File: src/rtl/fir_filter_pkg.sv
// Shared widths, engine state encodings and arithmetic helpers for the
// 5-tap FIR benchmark block.
package fir_filter_pkg;

  localparam int DATA_W    = 8;
  localparam int ADDR_W    = 10;
  localparam int ACC_W     = 16;
  localparam int TAPS      = 5;
  localparam int SHIFT     = 2;
  localparam int RAM_DEPTH = 1 << ADDR_W;

  localparam logic signed [ACC_W-1:0] SAT_MAX = ACC_W'(127);
  localparam logic signed [ACC_W-1:0] SAT_MIN = ~SAT_MAX;

  typedef enum logic [3:0] {
    NP_IDLE,
    NP_ADDR0, NP_ACC0,
    NP_ADDR1, NP_ACC1,
    NP_ADDR2, NP_ACC2,
    NP_ADDR3, NP_ACC3,
    NP_ADDR4, NP_ACC4,
    NP_SAT,
    NP_WRITE,
    NP_NEXT,
    NP_DONE
  } np_state_t;

  typedef enum logic [2:0] {
    P_IDLE,
    P_READ,
    P_DRAIN,
    P_DONE
  } p_state_t;

  function automatic logic signed [ACC_W-1:0] sext(input logic [DATA_W-1:0] v);
    return {{(ACC_W-DATA_W){v[DATA_W-1]}}, v};
  endfunction

  // Divide the tap sum by 4 (rounding toward -inf) and clamp to a signed byte.
  function automatic logic [DATA_W-1:0] saturate(input logic signed [ACC_W-1:0] sum);
    logic signed [ACC_W-1:0] shifted;
    shifted = sum >>> SHIFT;
    if (shifted > SAT_MAX) return SAT_MAX[DATA_W-1:0];
    if (shifted < SAT_MIN) return SAT_MIN[DATA_W-1:0];
    return shifted[DATA_W-1:0];
  endfunction

endpackage

File: src/rtl/fir_filter_if.sv
// Control interface of the FIR block: run launch, engine select and status.
interface fir_filter_if;

  // A rising edge on start while idle launches one run and samples
  // sel_pipelined; done stays high from completion until the next launch.
  logic       start;
  logic       sel_pipelined;
  logic       done;
  logic [2:0] cycle_count;

  modport master (output start, output sel_pipelined, input done, input cycle_count);
  modport slave  (input start, input sel_pipelined, output done, output cycle_count);

endinterface

File: src/rtl/fir_filter_np.sv
// Non-pipelined FIR engine: one RAM read per tap, 12 cycles per output sample.
module fir_filter_np
  import fir_filter_pkg::*;
#(
  parameter int NUM_SAMPLES = 64,
  parameter int OUT_BASE    = 512
) (
  input  logic              clk,
  input  logic              rst,
  input  logic              go,
  output logic [ADDR_W-1:0] addr_a,
  input  logic [DATA_W-1:0] data_out_a,
  output logic [ADDR_W-1:0] addr_b,
  output logic [DATA_W-1:0] data_in_b,
  output logic              we_b,
  output logic              finished
);

  localparam logic [ADDR_W-1:0] LAST_IDX   = ADDR_W'(NUM_SAMPLES - 1);
  localparam logic [ADDR_W-1:0] OUT_BASE_A = ADDR_W'(OUT_BASE);

  np_state_t               state, state_next;
  logic [ADDR_W-1:0]       current_sample;
  logic signed [ACC_W-1:0] accumulator;
  logic [DATA_W-1:0]       result;
  logic [2:0]              tap_idx;
  logic                    tap_ok;

  always_comb begin
    tap_idx = 3'd0;
    case (state)
      NP_ADDR1, NP_ACC1: tap_idx = 3'd1;
      NP_ADDR2, NP_ACC2: tap_idx = 3'd2;
      NP_ADDR3, NP_ACC3: tap_idx = 3'd3;
      NP_ADDR4, NP_ACC4: tap_idx = 3'd4;
      default:           tap_idx = 3'd0;
    endcase
  end

  // Taps reaching before sample 0 contribute zero.
  assign tap_ok = (current_sample >= ADDR_W'(tap_idx));

  always_ff @(posedge clk or posedge rst) begin
    if (rst) begin
      state          <= NP_IDLE;
      current_sample <= '0;
      accumulator    <= '0;
      result         <= '0;
    end else begin
      state <= state_next;
      case (state)
        NP_IDLE: begin
          if (go) begin
            current_sample <= '0;
            accumulator    <= '0;
          end
        end
        NP_ACC0, NP_ACC1, NP_ACC2, NP_ACC3, NP_ACC4: begin
          if (tap_ok) accumulator <= accumulator + sext(data_out_a);
        end
        NP_SAT: result <= saturate(accumulator);
        NP_NEXT: begin
          accumulator    <= '0;
          current_sample <= current_sample + ADDR_W'(1);
        end
        default: ;
      endcase
    end
  end

  // NEXT doubles as the tap-0 address cycle of the following sample.
  always_comb begin
    state_next = state;
    addr_a     = current_sample - ADDR_W'(tap_idx);
    addr_b     = OUT_BASE_A + current_sample;
    data_in_b  = result;
    we_b       = 1'b0;
    finished   = 1'b0;
    case (state)
      NP_IDLE:  if (go) state_next = NP_ADDR0;
      NP_ADDR0: state_next = NP_ACC0;
      NP_ACC0:  state_next = NP_ADDR1;
      NP_ADDR1: state_next = NP_ACC1;
      NP_ACC1:  state_next = NP_ADDR2;
      NP_ADDR2: state_next = NP_ACC2;
      NP_ACC2:  state_next = NP_ADDR3;
      NP_ADDR3: state_next = NP_ACC3;
      NP_ACC3:  state_next = NP_ADDR4;
      NP_ADDR4: state_next = NP_ACC4;
      NP_ACC4:  state_next = NP_SAT;
      NP_SAT:   state_next = NP_WRITE;
      NP_WRITE: begin
        we_b       = 1'b1;
        state_next = NP_NEXT;
      end
      NP_NEXT: begin
        addr_a     = current_sample + ADDR_W'(1);
        state_next = (current_sample == LAST_IDX) ? NP_DONE : NP_ACC0;
      end
      NP_DONE: begin
        finished   = 1'b1;
        state_next = NP_IDLE;
      end
      default: state_next = NP_IDLE;
    endcase
  end

endmodule

File: src/rtl/fir_filter_pipe.sv
// Pipelined FIR engine: one read per cycle through a 3-stage window/sum/saturate pipe.
module fir_filter_pipe
  import fir_filter_pkg::*;
#(
  parameter int NUM_SAMPLES = 64,
  parameter int OUT_BASE    = 512
) (
  input  logic              clk,
  input  logic              rst,
  input  logic              go,
  output logic [ADDR_W-1:0] addr_a,
  input  logic [DATA_W-1:0] data_out_a,
  output logic [ADDR_W-1:0] addr_b,
  output logic [DATA_W-1:0] data_in_b,
  output logic              we_b,
  output logic              finished
);

  localparam logic [ADDR_W-1:0] LAST_IDX   = ADDR_W'(NUM_SAMPLES - 1);
  localparam logic [ADDR_W-1:0] NUM_A      = ADDR_W'(NUM_SAMPLES);
  localparam logic [ADDR_W-1:0] OUT_BASE_A = ADDR_W'(OUT_BASE);

  p_state_t                state, state_next;
  logic [ADDR_W-1:0]       read_sample_idx, write_sample_idx;
  logic                    pipeline_active;
  logic [DATA_W-1:0]       x0_s1, x1_s1, x2_s1, x3_s1, x4_s1;
  logic                    valid_s1, valid_s2, output_valid_s3;
  logic signed [ACC_W-1:0] sum_s2;
  logic [DATA_W-1:0]       result_s3;

  // pipeline_active marks that data_out_a carries a sample read last cycle.
  always_ff @(posedge clk or posedge rst) begin
    if (rst) begin
      state            <= P_IDLE;
      read_sample_idx  <= '0;
      write_sample_idx <= '0;
      pipeline_active  <= 1'b0;
      x0_s1 <= '0; x1_s1 <= '0; x2_s1 <= '0; x3_s1 <= '0; x4_s1 <= '0;
      valid_s1         <= 1'b0;
      valid_s2         <= 1'b0;
      sum_s2           <= '0;
      output_valid_s3  <= 1'b0;
      result_s3        <= '0;
    end else begin
      state <= state_next;
      if (state == P_IDLE) begin
        if (go) begin
          read_sample_idx  <= '0;
          write_sample_idx <= '0;
          pipeline_active  <= 1'b0;
          x0_s1 <= '0; x1_s1 <= '0; x2_s1 <= '0; x3_s1 <= '0; x4_s1 <= '0;
          valid_s1         <= 1'b0;
          valid_s2         <= 1'b0;
          output_valid_s3  <= 1'b0;
        end
      end else begin
        pipeline_active <= (state == P_READ);
        if (state == P_READ) read_sample_idx <= read_sample_idx + ADDR_W'(1);
        valid_s1 <= pipeline_active;
        if (pipeline_active) begin
          x0_s1 <= data_out_a;
          x1_s1 <= x0_s1;
          x2_s1 <= x1_s1;
          x3_s1 <= x2_s1;
          x4_s1 <= x3_s1;
        end
        valid_s2 <= valid_s1;
        if (valid_s1) sum_s2 <= sext(x0_s1) + sext(x1_s1) + sext(x2_s1) + sext(x3_s1) + sext(x4_s1);
        output_valid_s3 <= valid_s2;
        if (valid_s2) result_s3 <= saturate(sum_s2);
        if (output_valid_s3) write_sample_idx <= write_sample_idx + ADDR_W'(1);
      end
    end
  end

  always_comb begin
    state_next = state;
    addr_a     = read_sample_idx;
    addr_b     = OUT_BASE_A + write_sample_idx;
    data_in_b  = result_s3;
    we_b       = output_valid_s3;
    finished   = 1'b0;
    case (state)
      P_IDLE:  if (go) state_next = P_READ;
      P_READ:  if (read_sample_idx == LAST_IDX) state_next = P_DRAIN;
      P_DRAIN: if (write_sample_idx == NUM_A) state_next = P_DONE;
      P_DONE: begin
        finished   = 1'b1;
        state_next = P_IDLE;
      end
      default: state_next = P_IDLE;
    endcase
  end

endmodule

File: src/rtl/fir_sample_ram.sv
// 1024x8 dual-port sample RAM: registered read on port A, write on port B.
module fir_sample_ram
  import fir_filter_pkg::*;
(
  input  logic              clk,
  input  logic [ADDR_W-1:0] addr_a,
  output logic [DATA_W-1:0] data_out_a,
  input  logic [ADDR_W-1:0] addr_b,
  input  logic [DATA_W-1:0] data_in_b,
  input  logic              we_b
);

  logic [DATA_W-1:0] mem [RAM_DEPTH];

  // No reset: contents survive rst so a run can be repeated on the same data.
  always_ff @(posedge clk) begin
    data_out_a <= mem[addr_a];
    if (we_b) mem[addr_b] <= data_in_b;
  end

endmodule

File: src/rtl/fir_filter_top.sv
// FIR benchmark top: run control, cycle counter, engine select and RAM port muxing.
module fir_filter_top
  import fir_filter_pkg::*;
#(
  parameter int NUM_SAMPLES = 64,
  parameter int OUT_BASE    = 512
) (
  input  logic         clk,
  input  logic         rst,
  fir_filter_if.slave  ctrl
);

  logic              start_q, run_active, sel_q, done_q, launch;
  logic [31:0]       cycle_counter;

  logic [ADDR_W-1:0] mem_addr_a, mem_addr_b;
  logic [DATA_W-1:0] mem_data_out_a, mem_data_in_b;
  logic              mem_we_b;

  logic [ADDR_W-1:0] np_addr_a, np_addr_b, p_addr_a, p_addr_b;
  logic [DATA_W-1:0] np_data_b, p_data_b;
  logic              np_we_b, p_we_b, np_finished, p_finished, engine_finished;

  assign launch          = ctrl.start & ~start_q & ~run_active;
  assign engine_finished = sel_q ? p_finished : np_finished;

  // start_q resets high so a start level already present at reset release is not an edge.
  always_ff @(posedge clk or posedge rst) begin
    if (rst) begin
      start_q       <= 1'b1;
      run_active    <= 1'b0;
      sel_q         <= 1'b0;
      done_q        <= 1'b0;
      cycle_counter <= '0;
    end else begin
      start_q <= ctrl.start;
      if (launch) begin
        sel_q         <= ctrl.sel_pipelined;
        run_active    <= 1'b1;
        done_q        <= 1'b0;
        cycle_counter <= '0;
      end else if (run_active) begin
        cycle_counter <= cycle_counter + 32'd1;
        if (engine_finished) begin
          run_active <= 1'b0;
          done_q     <= 1'b1;
        end
      end
    end
  end

  assign ctrl.done        = done_q;
  assign ctrl.cycle_count = cycle_counter[2:0];

  assign mem_addr_a    = sel_q ? p_addr_a : np_addr_a;
  assign mem_addr_b    = sel_q ? p_addr_b : np_addr_b;
  assign mem_data_in_b = sel_q ? p_data_b : np_data_b;
  assign mem_we_b      = run_active & (sel_q ? p_we_b : np_we_b);

  fir_filter_np #(.NUM_SAMPLES(NUM_SAMPLES), .OUT_BASE(OUT_BASE)) non_pipelined_filter (
    .clk        (clk),
    .rst        (rst),
    .go         (launch & ~ctrl.sel_pipelined),
    .addr_a     (np_addr_a),
    .data_out_a (mem_data_out_a),
    .addr_b     (np_addr_b),
    .data_in_b  (np_data_b),
    .we_b       (np_we_b),
    .finished   (np_finished)
  );

  fir_filter_pipe #(.NUM_SAMPLES(NUM_SAMPLES), .OUT_BASE(OUT_BASE)) pipelined_filter (
    .clk        (clk),
    .rst        (rst),
    .go         (launch & ctrl.sel_pipelined),
    .addr_a     (p_addr_a),
    .data_out_a (mem_data_out_a),
    .addr_b     (p_addr_b),
    .data_in_b  (p_data_b),
    .we_b       (p_we_b),
    .finished   (p_finished)
  );

  fir_sample_ram u_ram (
    .clk        (clk),
    .addr_a     (mem_addr_a),
    .data_out_a (mem_data_out_a),
    .addr_b     (mem_addr_b),
    .data_in_b  (mem_data_in_b),
    .we_b       (mem_we_b)
  );

endmodule

File: src/flat_wrapper.sv
// flat-port wrapper written by rule: the top's interface ports become plain ports
module fir_filter_top_flat import fir_filter_pkg::*;
#(
  parameter int NUM_SAMPLES = 64,
  parameter int OUT_BASE    = 512
)
  (clk, rst, ctrl_start, ctrl_sel_pipelined, ctrl_done, ctrl_cycle_count);
  fir_filter_if ctrl_i ();
  input  logic clk;
  input  logic rst;
  input wire logic [$bits(ctrl_i.start)-1:0] ctrl_start;
  input wire logic [$bits(ctrl_i.sel_pipelined)-1:0] ctrl_sel_pipelined;
  output wire logic [$bits(ctrl_i.done)-1:0] ctrl_done;
  output wire logic [$bits(ctrl_i.cycle_count)-1:0] ctrl_cycle_count;
  assign ctrl_i.start = ctrl_start;
  assign ctrl_i.sel_pipelined = ctrl_sel_pipelined;
  assign ctrl_done = ctrl_i.done;
  assign ctrl_cycle_count = ctrl_i.cycle_count;
  fir_filter_top #(.NUM_SAMPLES(NUM_SAMPLES), .OUT_BASE(OUT_BASE)) u_core (.clk(clk), .rst(rst), .ctrl(ctrl_i));
endmodule
File: config.mk
export PLATFORM = sky130hd
export DESIGN_NAME = fir_filter_top_flat
export DESIGN_NICKNAME = d
export VERILOG_FILES = /design/src/rtl/fir_filter_pkg.sv /design/src/rtl/fir_filter_if.sv /design/src/rtl/fir_filter_np.sv /design/src/rtl/fir_filter_pipe.sv /design/src/rtl/fir_sample_ram.sv /design/src/rtl/fir_filter_top.sv /design/src/flat_wrapper.sv
export SDC_FILE = /design/constraint.sdc
export NUM_CORES = 1
export LEC_CHECK = 0
export BUFFER_PORTS_ARGS = -buffer_cell sky130_fd_sc_hd__buf_2
export CAP_MARGIN = 0
export CORE_ASPECT_RATIO = 1.1
export CORE_MARGIN = 2
export CORE_UTILIZATION = 64
export CTS_BUF_LIST = sky130_fd_sc_hd__clkbuf_8
export CTS_CLUSTER_DIAMETER = 80
export CTS_CLUSTER_SIZE = 40
export DETAILED_ROUTE_END_ITERATION = 10
export GPL_ROUTABILITY_DRIVEN = 1
export PLACE_DENSITY = 0.82
export SLEW_MARGIN = 0
export SYNTH_ARGS = -nofsm -noshare
export SYNTH_HDL_FRONTEND = slang
export SYNTH_SLANG_ARGS = --single-unit
File: constraint.sdc
create_clock -name clk -period 2.4 [get_ports clk]
set_clock_uncertainty 0.05 [all_clocks]
set_input_delay 0.12 -clock clk [delete_from_list [all_inputs] [get_ports clk]]
set_output_delay 0.12 -clock clk [all_outputs]
set_load 0.1 [all_outputs]
# Word level (Yosys, flattened, before mapping)
# Cells that the tools add are included.
[op_classes]
n_div = 0
bitwise_logic = 7
addsub = 4
muxes = 30
n_reduce_logical = 12
n_shift = 0
eq_ne = 24
mul = 0
magnitude_cmp = 0
[ops]
columns = ["cell", "count"]
rows = [
  ["$mux 32", 2],
  ["$mux 10", 6],
  ["$pmux 4 s14", 1],
  ["$add 32x1->32 const B", 1],
  ["$add 10x1->10 const B", 3],
  ["$eq 4x4->1 const B", 7],
  ["$eq 10x6->1 const B", 2],
  ["$pmux 10 s2", 1],
  ["$eq 4x3->1 const B", 4],
  ["$mux 1", 14],
  ["$eq 10x7->1 const B", 1],
  ["$reduce_bool 2->1", 5],
  ["$mux 3", 3],
  ["$pmux 3 s3", 1],
  ["$eq 4x2->1 const B", 2],
  ["$mux 4", 2],
  ["$reduce_and 2->1", 4],
  ["$eq 3x2->1 const B", 2],
  ["$ne 2x2->1 const B", 3],
  ["$and 1x1->1", 4],
  ["$eq 4x1->1 const B", 1],
  ["$logic_not 4->1", 1],
  ["$eq 3x1->1 const B", 1],
  ["$logic_not 3->1", 1],
  ["3 further kinds", 5],
]
[totals]
mem_bits_rw = 0
reg_bits = 77
elab_cells = 91
output_inout_bits = 4
latch_bits = 0
memories = 0
romBits = 0

# Longest topological paths before layout
# Gate-level depths: netlist of the first run.
[depth]
depth_word = 6
mapped_depth = 6

# Least setup slack after synthesis of the first run
# No wires, ideal clock.
[synth_timing]
kind = "reg2reg"
startpoint = "register u_core.pipelined_filter.read_sample_idx[6], in the netlist u_core.pipelined_filter.addr_a[6]"
endpoint = "register u_core.pipelined_filter.state[1]"
t_arrival_ns = 1.715
path_slack_ns = 0.508
n_path_buf = 0
required_ns = 2.222
path_stages_with_launch = 5
cell_sequence = "dfrtp_1 > or4_1 > o31a_1 > a211oi_2 > mux2_1"
[synth_via]
elab_chain_len = 3
[synth_rtl]
columns = ["element", "line", "source"]
rows = [
  ["start: declaration", "fir_filter_pipe.sv:24", "logic [ADDR_W-1:0] read_sample_idx, write_sample_idx;"],
  ["start signal: assignment", "fir_filter_pipe.sv:58", "if (state == P_READ) read_sample_idx <= read_sample_idx + ADDR_W'(1);"],
  ["$eq 10x6->1", "fir_filter_pipe.sv:85", "P_READ: if (read_sample_idx == LAST_IDX) state_next = P_DRAIN;"],
  ["$ne 2x1->1 (no line)", "-", ""],
  ["$reduce_and 3->1 (no line)", "-", ""],
  ["end signal: assignment", "fir_filter_pipe.sv:45", "state <= state_next;"],
  ["end: declaration", "fir_filter_pipe.sv:23", "p_state_t state, state_next;"],
]
# Every way passes these cells.
# A chain may end at the register's enable or synchronous reset.

# Final worst setup path of the first run
[layout_timing]
startpoint = "register u_core.pipelined_filter.write_sample_idx[0]"
endpoint = "register u_core.pipelined_filter.state[1]"
[layout_via]
elab_chain_len = 3
[layout_rtl]
columns = ["element", "line", "source"]
rows = [
  ["start: declaration", "fir_filter_pipe.sv:24", ""],
  ["start signal: assignment", "fir_filter_pipe.sv:71", "if (output_valid_s3) write_sample_idx <= write_sample_idx + ADDR_W'(1);"],
  ["$eq 10x7->1", "fir_filter_pipe.sv:86", "P_DRAIN: if (write_sample_idx == NUM_A) state_next = P_DONE;"],
  ["$ne 2x2->1 (no line)", "-", ""],
  ["$reduce_and 3->1 (no line)", "-", ""],
]
# Every way passes these cells.

==> results of run 1 <==
[kinds of logic after synthesis]
logic type | count (synthesis) | share of synthesized area
compound gates | 40 | 0.112
xor+xnor | 17 | 0.0626
fa+ha+maj | 9 | 0.0473
buf+inv | 20 | 0.0331
flops | 47 | 0.495
mux | 6 | 0.0268
simple gates | 100 | 0.223
[power groups by stage]
stage / combinational, W / sequential (W) / clock, W
6_report: 0.00131 / 0.00157 / 0.000509
5_1_grt: 0.00147 / 0.00163 / 0.000547
4_1_cts: 0.00132 / 0.00156 / 0.000520
3_5_place_dp: 0.00130 / 0.00156 / 0
3_3_place_gp: 0.00125 / 0.00155 / 0
2_1_floorplan: 0.000906 / 0.00168 / 0
[sequential cells by signal, indices dropped and copies added, names as in the netlist]
name                                        count
u_core.pipelined_filter.valid_s2                1
u_core.run_active                               1
u_core.non_pipelined_filter.state               4
u_core.ctrl.done                                1
u_core.pipelined_filter.valid_s1                1
u_core.pipelined_filter.we_b                    1
u_core.pipelined_filter.pipeline_active         1
u_core.pipelined_filter.write_sample_idx       10
u_core.sel_q                                    1
u_core.pipelined_filter.addr_a                 10
u_core.cycle_counter                            3
u_core.start_q                                  1
u_core.non_pipelined_filter.current_sample     10
u_core.pipelined_filter.state                   2
[cells in the final DEF (no fill, tap or decap), types with 3 or more instances in the layout]
cell / netlist / layout
a21oi_1: 6 / 6
a22o_1: 3 / 3
and3_1: 5 / 5
buf_2: 3 / 7
clkbuf_8: 0 / 6
dfrtp_1: 46 / 46
ha_1: 9 / 9
inv_1: 10 / 9
mux2i_1: 3 / 3
nand2_1: 27 / 27
nand3_1: 14 / 14
nand4_1: 10 / 10
nor2_1: 19 / 19
nor4_1: 5 / 5
o21ai_0: 6 / 6
o21ai_1: 9 / 9
o31ai_1: 3 / 3
xnor2_1: 4 / 4
xor2_1: 13 / 13
[stage by stage]
stage	utilization	cell area, um2	std cells	power [W]	hold WS (ps)
after global placement	0.678	2440	287	0.00279	209
after detailed placement	0.678	2440	287	0.00286	217
after CTS	0.708	2550	296	0.00340	3.84
after floorplan	-	2380	239	0.00258	74.5
final	0.708	2550	296	0.00339	-26.8
after global routing	0.708	2550	296	0.00364	29.0
[worst max-delay path: stages (launching register included)]
cell,delay [ps]
dfrtp_1,430
inv_1,80
ha_1,140
nor4b_1,420
nand4_4,140
a211oi_2,270
mux2_1,340
[final timing paths]
check | startpoint | endpoint | slack, ps | cells after the start
worst max-delay path | u_core.pipelined_filter.write_sample_idx[0]$_DFFE_PP0P_ | u_core.pipelined_filter.state[1]$_DFFE_PP0P_ | 400 | 6
max in group asynchronous | rst | u_core.pipelined_filter.addr_a[0]$_DFFE_PP0P_ | 1740 | 2
worst max register to register | u_core.pipelined_filter.write_sample_idx[0]$_DFFE_PP0P_ | u_core.pipelined_filter.state[1]$_DFFE_PP0P_ | 400 | 6
worst min-delay path | rst | u_core.non_pipelined_filter.current_sample[5]$_DFFE_PP0P_ | -30 | 2
worst min register to register | u_core.non_pipelined_filter.current_sample[9]$_DFFE_PP0P_ | u_core.non_pipelined_filter.current_sample[9]$_DFFE_PP0P_ | 430 | 1
min in group clk | ctrl_sel_pipelined | u_core.sel_q$_DFFE_PP0P_ | 30 | 3
[per-layer routing]
layer | global-route usage | up-vias | wire (um)
met2 | 0.372 | 19 | 2120
li1 | - | 858 | -
met5 | 0 | - | 0
met3 | 0.0543 | 8 | 102
met1 | 0.291 | 803 | 2100
met4 | 0.0917 | 0 | 85
[timing repair]
| item | in CTS | in global routing |
|---|---|---|
| hold endpoints to repair | 1 | 0 |
| hold buffers | 1 | 0 |
| resized for setup | 0 | 0 |
| setup endpoints to repair | 0 | 0 |
[cell type report]
type                       instances  share of cell area
tap                               50              0.0246
multi-input combinational        172               0.441
timing repair buffer               8              0.0177
inverter                          11              0.0162
clock buffer                       6              0.0324
sequential                        47               0.462
clock inverter                     2             0.00639
==> qor.yml, run 1 <==
synthesis:
  syn_area_um2: 2380
  ys_top_cells_by_area: "dfrtp_1, xor2_1, ha_1"
  synth_commonest_cells: "dfrtp_1, nand2_1, nor2_1, nand3_1, xor2_1"
  synth-edff-count: 0
  yosysMostFrequentCell: "dfrtp_1"
  synth_async_sr_flop_share: 1.00
  ys_seq_elements: 47
  yosys.area.top_type: "dfrtp_1"
  ys.flop_type: "dfrtp_1"
  synth_seq_area_share: 0.495
  yosysUniqueCellTypes: 50
  post-synth-top-area-fraction: 0.484
  ys_warn_count: 0
  synth_area_per_cell_um2: 9.95
  syn_inst: 239
  syn-num-nets: 252
pwr:
  switching_share: 0.446
  p_seq_frac: 0.463
  p_per_area_nw_per_um2: 1330
  p_sw_w: 0.00151
  p_comb_frac: 0.387
  internal-power_w: 0.00188
  leakage_nw: 1.07
  p_clk_frac: 0.150
  ir_worst_vdd_mv: 0.784
routing:
  vias: 1688
  wl_per_cell_um: 14.9
  drcViolationCount: 0
  drt_iter0_drc: 145
  ant_nets: 0
  viasPerCell: 5.70
  wirelength_mm: 4.41
  firstDrtPassIters: 4
die:
  core_area_um2: 3600
  die_w_um: 62.1
  io_pins: 8
  placementRows: 23
  initial_core_util: 0.661
  fp.dieArea_um2: 4220
  die_h_um: 67.9
placement:
  pre_cts_ws_ps: 425
  routabilityCongestion: 0.855
  numPortBuffers: 7
  dp_hpwl_mm: 2.86
clock_network:
  clock-sinks: 47
  clockBufferDepth: 2
  path_clk_slew_ps: 90
  cts_made_buffers: 5
  postCtsSetupBuffers: 0
  htree_levels: 2
  clock_latency_ps: 310
  cts_tree: "done"
  root_buffer: "clkbuf_8"
sta:
  hold_viol_final: 46
  worst_slew_pin_slew_ps: 950
  min_period_ps: 2000
  max_freq_ghz: 0.501
  rsz0062_at_grt: "false"
  slew_headroom: 0.366
  timing.hold.ws_ps: -26.8
  slew_viol_final: 0
  min_period_over_period: 0.832
  setup_slack_ps: 403
  finalSetupTns_ps: 0
  finalSetupViolCount: 0
layout:
  ff_latch_area_um2: 1180
  drive_above_1_share: 0.102
  nets: 258
  syn_to_final_growth_pct: 7.10
  fill_cells: 280
  antenna_cells: 0
  multi_input_area_um2: 1120
critical_path:
  critPathKind: "reg2reg"
  worstPathRequired_ps: 2540
  crit_path_start_kind: "register"
  arrival_ps: 2140
  crit_path_end_kind: "register"
  critPathMaxFanout: 5
outcome:
  violations: "hold timing"
  outcome: "finished with violations"
global_routing:
  grt_usage: 0.225
  grt_pass1_wl_mm: 7.26
  antenna_found_initial: 0
  overflow: 0
  grt_max_degree: 48
  grt_pass1_vias: 1596
hold_path:
  hold_class: "in2async"
job:
  cap_violations: 0
(Power assumes the default switching activity.)
==> inputs of run 2 (changes only) <==
- clock period: 2.4 -> 1.93 ns (I/O delays scaled with it)
==> qor.yml, run 2 (synthesized netlist as in run 1, its figures left out) <==
layout:
  mostFrequentLayoutCells: "dfrtp_1, nand2_1, nor2_1, buf_4, nand3_1"
  final_common_cell: "dfrtp_1"
  antenna_cells: 0  # unchanged
  fill_cells: 264  # -5.7%
  multi_input_area_um2: 1160  # +3.5%
  nets: 276  # +7.0%
  drive_above_1_share: 0.174  # +0.0726
  syn_to_final_growth_pct: 14.2
  ff_latch_area_um2: 1180  # unchanged
  final_area_um2: 2720  # +6.6%
sta:
  worst_slew_pin_slew_ps: 575  # -375 ps
  rsz0062_at_grt: "true"
  max_freq_ghz: 0.524  # +4.6%
  finalSetupTns_ps: 0  # unchanged
  timing.hold.ws_ps: 35.5  # +62.2 ps
  slew_headroom: 0.617  # +0.251
  finalSetupViolCount: 0  # unchanged
  slew_viol_final: 0  # unchanged
  hold_viol_final: 0  # -100%
  min_period_over_period: 0.989  # +0.157
  min_period_ps: 1910  # -88.0 ps
placement:
  dp_hpwl_mm: 3.19  # +12%
  numPortBuffers: 7  # unchanged
  place_area_um2: 2560  # +4.9%
  routabilityCongestion: 0.780  # -8.7%
hold_path:
  hold_class: "in2reg"
  worstHoldStart: "ctrl_sel_pipelined"
  whs_path_depth: 3
routing:
  ant_nets: 0  # unchanged
  viasPerCell: 5.86  # +2.8%
  wl_per_cell_um: 14.9  # about the same
  vias: 1841  # +9.1%
  drcViolationCount: 0  # unchanged
  wirelength_mm: 4.69  # +6.2%
  drt_iter0_drc: 144  # -0.69%
  firstDrtPassIters: 4  # unchanged
pwr:
  ir_worst_vdd_mv: 0.931  # +19%
  p_per_area_nw_per_um2: 1660  # +25%
  leakage_nw: 1.18  # +9.6%
clock_network:
  cts_made_buffers: 5  # unchanged
  htree_levels: 2  # unchanged
  root_buffer: "clkbuf_8"
  clock-sinks: 47  # unchanged
  clockBufferDepth: 2  # unchanged
  cts_tree: "done"
  clock_latency_ps: 310  # about the same
  path_clk_slew_ps: 90  # about the same
critical_path:
  worstPathRequired_ps: 2080  # -460 ps
  critPathKind: "reg2reg"
  crit_path_end_kind: "register"
  crit_path_start_kind: "register"
  reg2reg_from: "u_core.pipelined_filter.addr_a[6]$_DFFE_PP0P_"
  critPathLaunch: "u_core.pipelined_filter.addr_a[6]$_DFFE_PP0P_"
  rr_worst_depth: 4  # -2
  arrival_ps: 2060  # -80 ps
  critPathMaxFanout: 2  # -3
global_routing:
  grt_pass1_wl_mm: 7.65  # +5.4%
  grt_max_degree: 48  # unchanged
  overflow: 0  # unchanged
  grt_pass1_vias: 1691  # +6.0%
  grt_usage: 0.238  # +0.0131
  antenna_found_initial: 0  # unchanged
job:
  cap_violations: 0  # unchanged
die:
  die_h_um: 67.9  # unchanged
  core_area_um2: 3600  # unchanged
  io_pins: 8  # unchanged
  placementRows: 23  # unchanged
  initial_core_util: 0.661  # unchanged
  die_w_um: 62.1  # unchanged
  fp.dieArea_um2: 4220  # unchanged
outcome:
  outcome: "completed"
-- run 2: cell count changes in the layout (fill, tap and decap cells not counted), sizes merged --
| cell | previous run | this run |
|---|---|---|
| dlygate4sd3 | 1 | 2 |
| buf | 7 | 24 |
| inv | 11 | 12 |
| clkinvlp | 1 | 0 |
-- run 2: final timing paths --
path                            slack [ps]                                                      end
max in group asynchronous             1010                                 u_core.start_q$_DFF_PP1_
worst min register to register         440                      u_core.cycle_counter[2]$_DFFE_PP0P_
worst max-delay path                    20             u_core.pipelined_filter.state[1]$_DFFE_PP0P_
min in group asynchronous              430  u_core.pipelined_filter.write_sample_idx[7]$_DFFE_PP0P_
worst min-delay path                    40                                 u_core.sel_q$_DFFE_PP0P_
worst max register to register          20             u_core.pipelined_filter.state[1]$_DFFE_PP0P_
-- run 2: repair_timing --
action,CTS,global route
gates resized for setup,2,6
pin swaps,1,1
endpoints found under the hold margin,47,0
hold buffers,2,0
buffers inserted,0,1
setup endpoints to repair,2,6
-- run 2: where the power goes --
part           switching [W]  leakage [nW]  internal [W]
sequential          0.000456         0.561       0.00142
combinational        0.00118         0.564      0.000845
clock               0.000322        0.0524      0.000284
-- run 2: routing by layer --
metal	wire [um]	part of all wire	vias up	track usage
li1	-	-	899	-
met1	2070	0.44	890	0.288
met2	2340	0.50	40	0.398
met3	145	0.031	12	0.0592
met4	131	0.028	0	0.136
met5	0	0	-	0
-- run 2: worst max-delay path, stage by stage (launching register included) --
cell and delay, ps:
dfrtp_1 390, or4_1 520, o31a_1 310, a211oi_4 220, mux2_4 320
-- run 2: final cells by class --
cell class                 instances  share of cell area
inverter                          11              0.0152
multi-input combinational        172               0.427
tap                               50              0.0230
timing repair buffer              26              0.0672
clock buffer                       6              0.0304
sequential                        47               0.433
clock inverter                     2             0.00322
-- run 2: per-stage QoR --
step / power, W / worst slack (ps) / std cells / util
finish: 0.00451 / 20.7 / 314 / 0.755
global route: 0.00484 / -68.4 / 314 / 0.755
CTS: 0.00440 / 14.0 / 313 / 0.746
detailed placement: 0.00377 / -30.1 / 303 / 0.711
global placement: 0.00366 / 62.1 / 303 / 0.711
floorplan: 0.00321 / 37.7 / 239 / -
